--- src/rtl/mm_ctrl_pkg.sv ---
// Shared encodings for the memory-to-memory CPU control sequencer:
// FSM states, opcode values, ALU function codes and datapath mux selects.
package mm_ctrl_pkg;

  typedef enum logic [3:0] {
    S_IDLE   = 4'd0,
    S_FETCH  = 4'd1,
    S_DECODE = 4'd2,
    S_ADDR_A = 4'd3,
    S_ADDR_B = 4'd4,
    S_ADDR_D = 4'd5,
    S_LOAD_A = 4'd6,
    S_LOAD_B = 4'd7,
    S_WRITE  = 4'd8,
    S_CMP    = 4'd9,
    S_JUMP   = 4'd10,
    S_WR_IO  = 4'd11,
    S_HALT   = 4'd12
  } ctrlState;

  // Instruction families that share a path through the FSM.
  typedef enum logic [2:0] {
    CLS_ALU  = 3'd0,
    CLS_BEQ  = 3'd1,
    CLS_JMP  = 3'd2,
    CLS_IN   = 3'd3,
    CLS_HALT = 3'd4
  } opClass;

  localparam logic [3:0] OP_ADD  = 4'h0;
  localparam logic [3:0] OP_SUB  = 4'h1;
  localparam logic [3:0] OP_AND  = 4'h2;
  localparam logic [3:0] OP_OR   = 4'h3;
  localparam logic [3:0] OP_BEQ  = 4'h8;
  localparam logic [3:0] OP_JMP  = 4'hC;
  localparam logic [3:0] OP_IN   = 4'hE;
  localparam logic [3:0] OP_HALT = 4'hF;

  localparam logic [3:0] ALU_ADD = 4'b0000;
  localparam logic [3:0] ALU_SUB = 4'b0001;
  localparam logic [3:0] ALU_AND = 4'b0010;
  localparam logic [3:0] ALU_OR  = 4'b0011;
  localparam logic [3:0] ALU_EQ  = 4'b1000;

  localparam logic [1:0] MA_PC   = 2'b00;
  localparam logic [1:0] MA_A    = 2'b01;
  localparam logic [1:0] MA_B    = 2'b10;
  localparam logic [1:0] MA_DEST = 2'b11;

  localparam logic [1:0] MWD_ALU = 2'b00;
  localparam logic [1:0] MWD_IO  = 2'b01;

  localparam logic [1:0] SA_PC = 2'b00;
  localparam logic [1:0] SA_A  = 2'b01;

  localparam logic [1:0] SB_ONE = 2'b00;
  localparam logic [1:0] SB_B   = 2'b01;

  // Map an opcode to its instruction family; anything undefined halts.
  function automatic opClass classifyOp(input logic [3:0] op);
    case (op)
      OP_ADD, OP_SUB, OP_AND, OP_OR: return CLS_ALU;
      OP_BEQ:                        return CLS_BEQ;
      OP_JMP:                        return CLS_JMP;
      OP_IN:                         return CLS_IN;
      default:                       return CLS_HALT;
    endcase
  endfunction

endpackage

--- src/rtl/mm_control_fsm.sv ---
// Multicycle control sequencer for the stage_5 memory-to-memory datapath.
// Steps one instruction through fetch, operand-address fetch, operand load,
// execute and write-back; every output is a decode of the registered state.
module mm_control_fsm #(
  parameter int OPC_W = 4
) (
  input  logic       CLK,
  input  logic       reset,
  input  logic       run,
  input  logic [7:0] OPOut,
  output logic       inputPC,
  output logic       regOrPC,
  output logic       valA,
  output logic       branch,
  output logic [1:0] memAddr,
  output logic [1:0] memWriteData,
  output logic [1:0] ALUsrca,
  output logic [1:0] ALUsrcb,
  output logic [3:0] ALUOp,
  output logic       writeOp,
  output logic       writeA,
  output logic       writeB,
  output logic       writeDest,
  output logic       writePC,
  output logic       writeMem,
  output logic       halted,
  output logic       busy
);
  import mm_ctrl_pkg::*;

  ctrlState state;
  ctrlState nextState;
  logic [3:0] opc;
  opClass     cls;
  logic       unusedOpLow;

  assign opc         = 4'(OPOut[7 -: OPC_W]);
  assign cls         = classifyOp(opc);
  assign unusedOpLow = ^OPOut[3:0];

  assign regOrPC = 1'b0;
  assign valA    = 1'b0;

  // State register: reset drops any instruction in flight back to IDLE.
  always_ff @(posedge CLK) begin
    if (reset) state <= S_IDLE;
    else       state <= nextState;
  end

  // Next-state logic: run is only consulted at instruction boundaries.
  always_comb begin
    nextState = state;
    case (state)
      S_IDLE:   if (run) nextState = S_FETCH;
      S_FETCH:  nextState = S_DECODE;
      S_DECODE: begin
        case (cls)
          CLS_ALU, CLS_BEQ: nextState = S_ADDR_A;
          CLS_JMP, CLS_IN:  nextState = S_ADDR_D;
          default:          nextState = S_HALT;
        endcase
      end
      S_ADDR_A: nextState = S_ADDR_B;
      S_ADDR_B: nextState = S_ADDR_D;
      S_ADDR_D: begin
        case (cls)
          CLS_ALU, CLS_BEQ: nextState = S_LOAD_A;
          CLS_JMP:          nextState = S_JUMP;
          CLS_IN:           nextState = S_WR_IO;
          default:          nextState = S_HALT;
        endcase
      end
      S_LOAD_A: nextState = S_LOAD_B;
      S_LOAD_B: begin
        case (cls)
          CLS_ALU: nextState = S_WRITE;
          CLS_BEQ: nextState = S_CMP;
          default: nextState = S_HALT;
        endcase
      end
      S_WRITE, S_CMP, S_JUMP, S_WR_IO: nextState = run ? S_FETCH : S_IDLE;
      S_HALT:   nextState = S_HALT;
      default:  nextState = S_IDLE;
    endcase
  end

  // Output decode: Moore outputs per state, write enables suppressed while reset is high.
  always_comb begin
    inputPC      = 1'b0;
    branch       = 1'b0;
    memAddr      = MA_PC;
    memWriteData = MWD_ALU;
    ALUsrca      = SA_PC;
    ALUsrcb      = SB_ONE;
    ALUOp        = ALU_ADD;
    writeOp      = 1'b0;
    writeA       = 1'b0;
    writeB       = 1'b0;
    writeDest    = 1'b0;
    writePC      = 1'b0;
    writeMem     = 1'b0;
    halted       = 1'b0;
    busy         = 1'b1;
    case (state)
      S_IDLE: busy = 1'b0;
      S_FETCH: begin
        memAddr = MA_PC;
        ALUsrca = SA_PC;
        ALUsrcb = SB_ONE;
        ALUOp   = ALU_ADD;
        writeOp = 1'b1;
        writePC = 1'b1;
      end
      S_DECODE: ;
      S_ADDR_A: begin
        writeA  = 1'b1;
        writePC = 1'b1;
      end
      S_ADDR_B: begin
        writeB  = 1'b1;
        writePC = 1'b1;
      end
      S_ADDR_D: begin
        writeDest = 1'b1;
        writePC   = 1'b1;
      end
      S_LOAD_A: begin
        memAddr = MA_A;
        writeA  = 1'b1;
      end
      S_LOAD_B: begin
        memAddr = MA_B;
        writeB  = 1'b1;
      end
      S_WRITE: begin
        ALUsrca      = SA_A;
        ALUsrcb      = SB_B;
        ALUOp        = {2'b00, opc[1:0]};
        memAddr      = MA_DEST;
        memWriteData = MWD_ALU;
        writeMem     = 1'b1;
      end
      S_CMP: begin
        ALUsrca = SA_A;
        ALUsrcb = SB_B;
        ALUOp   = ALU_EQ;
        inputPC = 1'b1;
        branch  = 1'b1;
      end
      S_JUMP: begin
        inputPC = 1'b1;
        writePC = 1'b1;
      end
      S_WR_IO: begin
        memAddr      = MA_DEST;
        memWriteData = MWD_IO;
        writeMem     = 1'b1;
      end
      S_HALT: begin
        halted = 1'b1;
        busy   = 1'b0;
      end
      default: busy = 1'b0;
    endcase
    if (reset) begin
      writeOp   = 1'b0;
      writeA    = 1'b0;
      writeB    = 1'b0;
      writeDest = 1'b0;
      writePC   = 1'b0;
      writeMem  = 1'b0;
      branch    = 1'b0;
    end
  end

endmodule

--- config.mk ---
export PLATFORM = sky130hd
export DESIGN_NAME = mm_control_fsm
export DESIGN_NICKNAME = d
export VERILOG_FILES = /design/src/rtl/mm_ctrl_pkg.sv /design/src/rtl/mm_control_fsm.sv
export SDC_FILE = /design/constraint.sdc
export NUM_CORES = 1
export LEC_CHECK = 0
export CAP_MARGIN = 20
export CORE_AREA = 2 2 43 45
export DETAILED_ROUTE_END_ITERATION = 8
export DIE_AREA = 0 0 45 47
export PLACE_DENSITY = 0.77
export SETUP_SLACK_MARGIN = 0.3
export SLEW_MARGIN = 20
export SYNTH_ARGS = -nofsm -noshare
export SYNTH_HDL_FRONTEND = slang
export SYNTH_SLANG_ARGS = --single-unit
--- constraint.sdc ---
create_clock -name CLK -period 3.04 [get_ports CLK]
set_input_delay 0.608 -clock CLK [delete_from_list [all_inputs] [get_ports CLK]]
set_output_delay 0.608 -clock CLK [all_outputs]
set_load 0.005 [all_outputs]
# After elaboration in Yosys (flattened, before gate mapping)
# Index checks and enable logic that the tools add are counted.
# word_totals
regBits	4
elab_cells	65
# classes
n_eq_ne	22
mux	28
reduce_logical	14
# ops
cell	count
$pmux W4 S10	1
$eq A4 B4 Y1 const B	8
$mux W1	20
$eq A4 B2 Y1 const B	4
$eq A4 B3 Y1 const B	4
$pmux W4 S2	2
$reduce_or A2 Y1	7
$pmux W3 S4	1
$pmux W4 S3	1
$reduce_or A11 Y1	1
$eq A4 B1 Y1 const B	2
$logic_not A4 Y1	2
$reduce_or A4 Y1	2
$eq A3 B2 Y1 const B	2
$pmux W2 S3	1
$pmux W3 S2	1
$reduce_or A5 Y1	1
$mux W4	1
$eq A3 B1 Y1 const B	1
$logic_not A3 Y1	1
$ne A2 B2 Y1 const B	1

# Longest topological paths before layout
# Gate-level depths: netlist of the first run.
# depth
word_depth	7
ltp_mapped	7
mapped_depth_nobuf	6

# Worst setup path before layout of the first run
# OpenSTA, ideal clock, no wires.
# synth_path
path_type	reg2out
start	reg state[2]
end	out ALUOp[0]
arrival_time_ns	1.290
required_ns	2.432
path_slack_ns	1.142
stages_incl_launch_ff	7
cell_sequence	dfxtp_1 > inv_1 > ha_1 > buf_2 > nor2b_1 > nor2b_1 > and2_1
# synth_between
elab_chain_len	2
# synth_rtl
item	line_no	rtl
start, declared	mm_control_fsm.sv:31	ctrlState state;
start signal, assigned	mm_control_fsm.sv:47	else state <= nextState;
$eq A4 B4 Y1	mm_control_fsm.sv:104	case (state)
$pmux W4 S2 *	mm_control_fsm.sv:104	
end, declared	mm_control_fsm.sv:19	output logic [3:0] ALUOp,
# Mark *: on every way between the ends. The rest lies on a longest branch, timed or not.

# Worst setup path after layout of the first run
# layout_path
start	reg state[3]
end	out writeA
# layout_between
elab_chain_len	4
# layout_rtl
item	line_no	rtl
$eq A4 B3 Y1 / $eq A4 B2 Y1 (equally long branches)	mm_control_fsm.sv:104	
$reduce_or A2 Y1 (no source line) *	--	
$mux W1 *	mm_control_fsm.sv:104	
$mux W1 *	mm_control_fsm.sv:165	if (reset) begin
end, declared	mm_control_fsm.sv:21	output logic writeA,
# Marked as above.

==> reports/qor.yml, run 1 <==
outcome: "finished, final reports clean"
top_register: "state"
grt.total_usage_pct: 16.4
setup_violations: 0
hpwl_um: 1130
slew_violations: 0
die_w_um: 45
ant_nets: 0
critPathMaxStageDelay_ns: 0.53
holdCritPathClass: "flop to flop"
drt_iter0_markers: 27
io_pins: 35
yosys_warnings: 0
cts_buffers: 3
required_ns: 2.43
cts.sinks: 4
grt_max_degree: 18
async_flop_share_pct: 0
postLayoutCellArea_um2: 887
syn_inst: 87
fmax_mhz: 378
start_util_pct: 38.9
grt_antenna_before_repair: 0
seq_area_frac_synth_pct: 12.5
area_delta_synth_final_pct: 37.9
post-route-min-period_ns: 2.65
fill_cells: 159
fin_skew_ns: 0.00885
cap_violations: 0
finalWeightedCongestion: 0.805
cts.path.max_buffers: 2
rows: 15
synth_area_um2: 643
leakage_nw: 0.359
ff2ff_path_depth: 6
power.density_nw_per_um2: 703
met2_usage_pct: 27.1
critPathMaxFanout: 10
final_util_pct: 53.7
min-delay-start: "state[2]$_SDFFE_PP0P_"
hold_path_end: "state[2]$_SDFFE_PP0P_"
clkLatencyLatePin_ns: 0.24
power_w: 0.000624
drt_pass1_iterations: 4
setup.worst_path.class: "flop to output port"
grt_busiest_layer: "met2"
synth_seq_cells: 4
tritoncts: "built"
syn_avg_cell_area_um2: 7.39
hold_buffers: 0
r2r-end: "state[2]$_SDFFE_PP0P_"
grt_pass1_wl_um: 2530
drc: 0
place_area_um2: 843
tns_ns: 0
met3_usage_pct: 3.46
cp.arrival_ns: 2.04
synth_flop_cell: "dfxtp_1"
h-tree-depth: 1
critPathLaunchType: "flop"
dieArea_um2: 2120
ir_drop_mv: 0.418
synth_edf_count: 0
endpoint_kind: "output port"
largest_reg_flops: 4
grt.overflow.total: 0
drt_wl_total_um: 1570
layout.cells.non_filler: 124
cts_root_buffer: "clkbuf_4"
drive_above_1_share_pct: 11.2
diodes: 0
placedCellCount: 121
io_buffers: 24
slowest_stage: "clkdlybuf4s50_1"
r2r_start: "state[2]$_SDFFE_PP0P_"
regToRegSetupSlack_ns: 1.23
clkTransAtPathRegs_ns: 0.03
worst-path-buf-inv: 2
fin_crit_sh_pct: 87.1
reg_top3: "state: 4 flops"
num_vias: 692
worstPathCellList: "inv_1 > ha_2 > nor2b_1 > a21oi_1 > nor3b_1 > clkdlybuf4s50_1"
fp.dieH_um: 47
cp_top_family: "buffers and inverters"
fin_nets: 124
met1_usage_pct: 20.7
wl_per_cell_um: 12.7
finalHoldViolCount: 0
hold_depth: 1
grt_pass1_vias: 577
synth_cell_types: 37
viasPerCell: 5.58
rsz0062_at_grt: "true"
core-area_um2: 1650
-- placed cells by master (no fill, tap or decap), types with 2 or more instances in the layout --
cell type,instances
conb_1,6
nor4_1,2
a32o_1,2
ha_1,2
nand2_1,2
clkdlybuf4s50_1,24
nor2b_1,3
nand2b_1,4
a21o_1,2
a21oi_1,4
nor3_1,2
nor2b_2,2
dfxtp_1,3
o21a_1,2
clkbuf_4,3
a31oi_1,2
nor2_1,6
a221oi_1,2
and2_1,6
and2b_1,3
inv_1,4
nand3_1,3
-- worst register-to-register path, delay by kind of cell, from the launching register on --
kind,cells,cell delay (ns)
AO/OA/AOI/OAI,1,0.25
adder cells (fa/ha/maj),1,0.36
buffers and inverters,2,0.25
AND/OR/NAND/NOR,2,0.51
flip-flops,1,0.33
-- worst max-delay path by stage --
stage                                      from  depth (start not counted)  endpoint  slack [ns]
final                     state[3]$_SDFFE_PP0P_                          6    writeA        0.39
after global routing                      reset                          3  writeMem        0.27
after CTS                 state[3]$_SDFFE_PP0P_                          6    writeA        0.31
after detailed placement  state[2]$_SDFFE_PP0P_                          6  ALUOp[1]        0.41
after global placement                    reset                          3  writeMem        0.43
after floorplan           state[2]$_SDFFE_PP0P_                          6  ALUOp[0]        1.14
-- cell families after synthesis --
kind of cell | count (synthesis) | synth area share (%)
and+or+nand+nor | 40 | 39.1
AOI/OAI and AO/OA | 21 | 24.1
buffers and inverters | 17 | 16.0
adders and majority gates | 4 | 7.78
DFF | 4 | 12.5
other | 1 | 0.583
-- cell usage after synthesis (all sizes together) (2+ instances only) --
| master | n | area [µm²] |
|---|---|---|
| a21o | 2 | 15.0 |
| a21oi | 4 | 20.0 |
| a221oi | 2 | 17.5 |
| a31oi | 2 | 12.5 |
| a32o | 2 | 20.0 |
| and2 | 6 | 37.5 |
| and2b | 3 | 22.5 |
| buf | 12 | 83.8 |
| dfxtp | 4 | 80.1 |
| ha | 4 | 50.1 |
| inv | 4 | 15.0 |
| nand2 | 2 | 7.51 |
| nand2b | 4 | 25.0 |
| nand3 | 3 | 15.0 |
| nor2 | 6 | 22.5 |
| nor2b | 5 | 31.3 |
| nor3 | 2 | 10.0 |
| nor3b | 2 | 26.3 |
| nor4 | 3 | 25.0 |
| o21a | 2 | 15.0 |
-- report_power, final --
part	leakage [nW]	internal, W	switching (W)	total [W]
Clock	0.0138	0.0000443	0.0000243	0.0000686
Sequential	0.0330	0.0000723	0.0000388	0.000111
Combinational	0.313	0.000235	0.000209	0.000444
Total	0.359	0.000352	0.000272	0.000624
-- repair_timing --
action	in CTS	in global routing
buffers inserted	0	0
resized for setup	3	3
endpoints found under the setup margin	4	10
-- layer usage --
metal | vias to the layer above | part of all wire [%]
met5 | - | 0
met4 | 0 | 1.7
met3 | 6 | 7.7
met2 | 35 | 49
met1 | 314 | 41
li1 | 337 | -
-- cell type report --
cell class	instances	area, µm²	area share, %
flip-flops and latches	4	81.3	9.17
repair buffers	25	248	27.9
inverters	4	15.0	1.69
clock buffers	3	22.5	2.54
multi-input cells	71	499	56.3
well taps	17	21.3	2.40
-- per-stage QoR --
step / hold WS (ns) / worst slack [ns]
2_1_floorplan: 0.493 / 1.14
3_3_place_gp: 0.524 / 0.431
3_5_place_dp: 0.530 / 0.407
4_1_cts: 0.536 / 0.310
5_1_grt: 0.580 / 0.270
6_report: 0.554 / 0.392
(Power assumes the default switching activity.)
==> inputs of run 2 (changes only) <==
--- a/config.mk
+++ b/config.mk
@@ -7,8 +7,10 @@
 export LEC_CHECK = 0
 export CAP_MARGIN = 20
 export CORE_AREA = 2 2 43 45
+export CTS_CLUSTER_DIAMETER = 200
 export DETAILED_ROUTE_END_ITERATION = 8
 export DIE_AREA = 0 0 45 47
+export GPL_TIMING_DRIVEN = 0
 export PLACE_DENSITY = 0.77
 export SETUP_SLACK_MARGIN = 0.3
 export SLEW_MARGIN = 20
==> run 2 against run 1 <==
  * Clock power is 7.0% lower
  * Highest routed layer is now met3
  * Core utilization up 5.2 points
  * Sequential cell count did not move
  * Critical endpoint is now writeB
  * Cell area rose by 9.6%
  * Critical path type is now input port to output port
==> reports/qor.yml, run 2 (synthesis results as in run 1) <==
crit_end: "writeB"
r2r_start: "state[3]$_SDFFE_PP0P_"
grt_pass1_vias: 622  # +7.8%
wl_per_cell_um: 11.9  # -6.2%
critPathLaunchType: "input port"
start_util_pct: 38.9  # unchanged
clkLatencyLatePin_ns: 0.23  # about the same
diodes: 0  # unchanged
finalHoldViolCount: 0  # unchanged
grt_max_degree: 11  # -7
ir_drop_mv: 0.373  # -11%
io_pins: 35  # unchanged
power.density_nw_per_um2: 664  # -5.5%
hold_depth: 1  # unchanged
fill_cells: 152  # -4.4%
place_ws_ns: 0.407  # -0.000200 ns
slowest_stage: "clkdlybuf4s50_1"
drive_above_1_share_pct: 19.3  # +8.1 points
grt_antenna_before_repair: 0  # unchanged
slew_violations: 0  # unchanged
rows: 15  # unchanged
hold_buffers: 0  # unchanged
fin_ws_ns: 0.385  # -0.00652 ns
startpoint: "reset"
hpwl_um: 1260  # +11%
layout_common_cells: "clkdlybuf4s50_1, buf_4, and2_1, nor2_1, conb_1"
drt_pass1_iterations: 4  # unchanged
drt_iter0_markers: 24  # -11%
cp_top_family: "buffers and inverters"
regToRegSetupSlack_ns: 1.30  # +0.07 ns
largest_reg_flops: 4  # unchanged
rsz0062_at_grt: "true"
cts_buffers: 3  # unchanged
fin_crit_sh_pct: 87.3  # +0.21 points
viasPerCell: 5.30  # -5.0%
worst-path-buf-inv: 2  # unchanged
worstPathCellList: "clkdlybuf4s50_1 > nor4_1 > clkdlybuf4s50_1"
area_delta_synth_final_pct: 51.2
r2r-end: "state[2]$_SDFFE_PP0P_"
endpoint_kind: "output port"
ff2ff_path_depth: 7  # +1
place_area_um2: 923  # +9.5%
outcome: "finished, final reports clean"
fin_skew_ns: 0.000481  # -0.00837 ns
cap_violations: 0  # unchanged
path_common_cell: "clkdlybuf4s50_1"
io_buffers: 24  # unchanged
num_vias: 721  # +4.2%
finalWeightedCongestion: 0.842  # +4.6%
post-route-min-period_ns: 2.65  # +0.00652 ns
leakage_nw: 0.420  # +17%
dieArea_um2: 2120  # unchanged
fmax_mhz: 377  # -0.25%
grt.overflow.total: 0  # unchanged
setup.worst_path.class: "input port to output port"
holdCritPathClass: "flop to flop"
ant_nets: 0  # unchanged
postLayoutCellArea_um2: 972  # +9.6%
cts.path.max_buffers: 2  # unchanged
drc: 0  # unchanged
setup_violations: 0  # unchanged
die_w_um: 45  # unchanged
fin_nets: 136  # +9.7%
required_ns: 2.43  # about the same
tritoncts: "built"
cts_setup_buffers: 0  # unchanged
drt_wl_total_um: 1620  # +2.9%
fp.dieH_um: 47  # unchanged
worstSetupPathDepth: 3  # -3
core-area_um2: 1650  # unchanged
grt.total_usage_pct: 16.9  # +0.46 points
cts.sinks: 4  # unchanged
top_register: "state"
cts_root_buffer: "clkbuf_4"
h-tree-depth: 1  # unchanged
clkTransAtPathRegs_ns: 0.04  # about the same
grt_pass1_wl_um: 2640  # +4.1%
reg_top3: "state: 4 flops"
critPathMaxStageDelay_ns: 0.56  # +0.03 ns
critPathMaxFanout: 8  # -2
final_common_cell: "clkdlybuf4s50_1"
cp.arrival_ns: 2.05  # about the same
tns_ns: 0  # unchanged
run 2: changes by cell type in the layout (fill, tap and decap cells not counted), sizes merged:
| cell | before | now |
|---|---|---|
| clkbuf | 3 | 5 |
| buf | 1 | 11 |
run 2: final cells by class:
class / count / area (µm²) / share of cell area, %
Multi-Input combinational cell: 71 / 503 / 51.7
Inverter: 4 / 15.0 / 1.54
Sequential cell: 4 / 80.1 / 8.24
Clock buffer: 3 / 22.5 / 2.32
Timing Repair Buffer: 24 / 240 / 24.7
Buffer: 13 / 90.1 / 9.27
Tap cell: 17 / 21.3 / 2.19
run 2: routing by layer:
layer | vias to the layer above | global-route usage (%) | part of all wire (%)
met5 | - | 0 | 0
met4 | 0 | 9.41 | 0
met3 | 0 | 2.69 | 7.7
met2 | 41 | 28.3 | 51
met1 | 318 | 20.6 | 41
li1 | 362 | - | -
run 2: report_power, final:
group / switching [W] / total [W] / internal [W]
Sequential: 0.0000238 / 0.0000949 / 0.0000711
Combinational: 0.000234 / 0.000487 / 0.000253
Clock: 0.0000198 / 0.0000638 / 0.0000440
run 2: timing repair:
action / in CTS / in global routing
pin swaps: 0 / 0
gates cloned: 0 / 0
setup endpoints to repair: 5 / 6
resized for setup: 3 / 4
run 2: worst min-delay path by stage:
stage / startpoint / endpoint / slack (ns)
after floorplan: state[3]$_SDFFE_PP0P_ / state[3]$_SDFFE_PP0P_ / 0.49
after global placement: state[3]$_SDFFE_PP0P_ / state[3]$_SDFFE_PP0P_ / 0.52
after detailed placement: state[2]$_SDFFE_PP0P_ / state[2]$_SDFFE_PP0P_ / 0.53
after CTS: state[2]$_SDFFE_PP0P_ / state[2]$_SDFFE_PP0P_ / 0.54
after global routing: state[3]$_SDFFE_PP0P_ / state[3]$_SDFFE_PP0P_ / 0.57
final: state[2]$_SDFFE_PP0P_ / state[2]$_SDFFE_PP0P_ / 0.53
run 2: metrics by stage:
stage | total power, W | hold WS (ns) | utilization (%) | cells
4_1_cts | 0.000637 | 0.537 | 57.7 | 136
3_5_place_dp | 0.000563 | 0.529 | 55.9 | 133
6_report | 0.000646 | 0.533 | 58.9 | 136
5_1_grt | 0.000708 | 0.566 | 58.9 | 136
2_1_floorplan | 0.000391 | 0.493 | - | 92
3_3_place_gp | 0.000553 | 0.524 | 55.9 | 133
run 2: worst register-to-register path: stages (launching register included):
cell and delay, ns:
dfxtp_1 0.37, inv_1 0.08, ha_1 0.17, buf_2 0.18, nor2b_2 0.19, a21oi_1 0.25
nand3_1 0.13, a32o_1 0.27
==> inputs of run 3 (changes only) <==
--- a/config.mk
+++ b/config.mk
@@ -13,6 +13,7 @@
 export GPL_TIMING_DRIVEN = 0
 export PLACE_DENSITY = 0.77
 export SETUP_SLACK_MARGIN = 0.3
+export SKIP_LAST_GASP = 1
 export SLEW_MARGIN = 20
 export SYNTH_ARGS = -nofsm -noshare
 export SYNTH_HDL_FRONTEND = slang
==> results of run 3 <==
Final layout, timing and power as in run 2 (identical DEF).
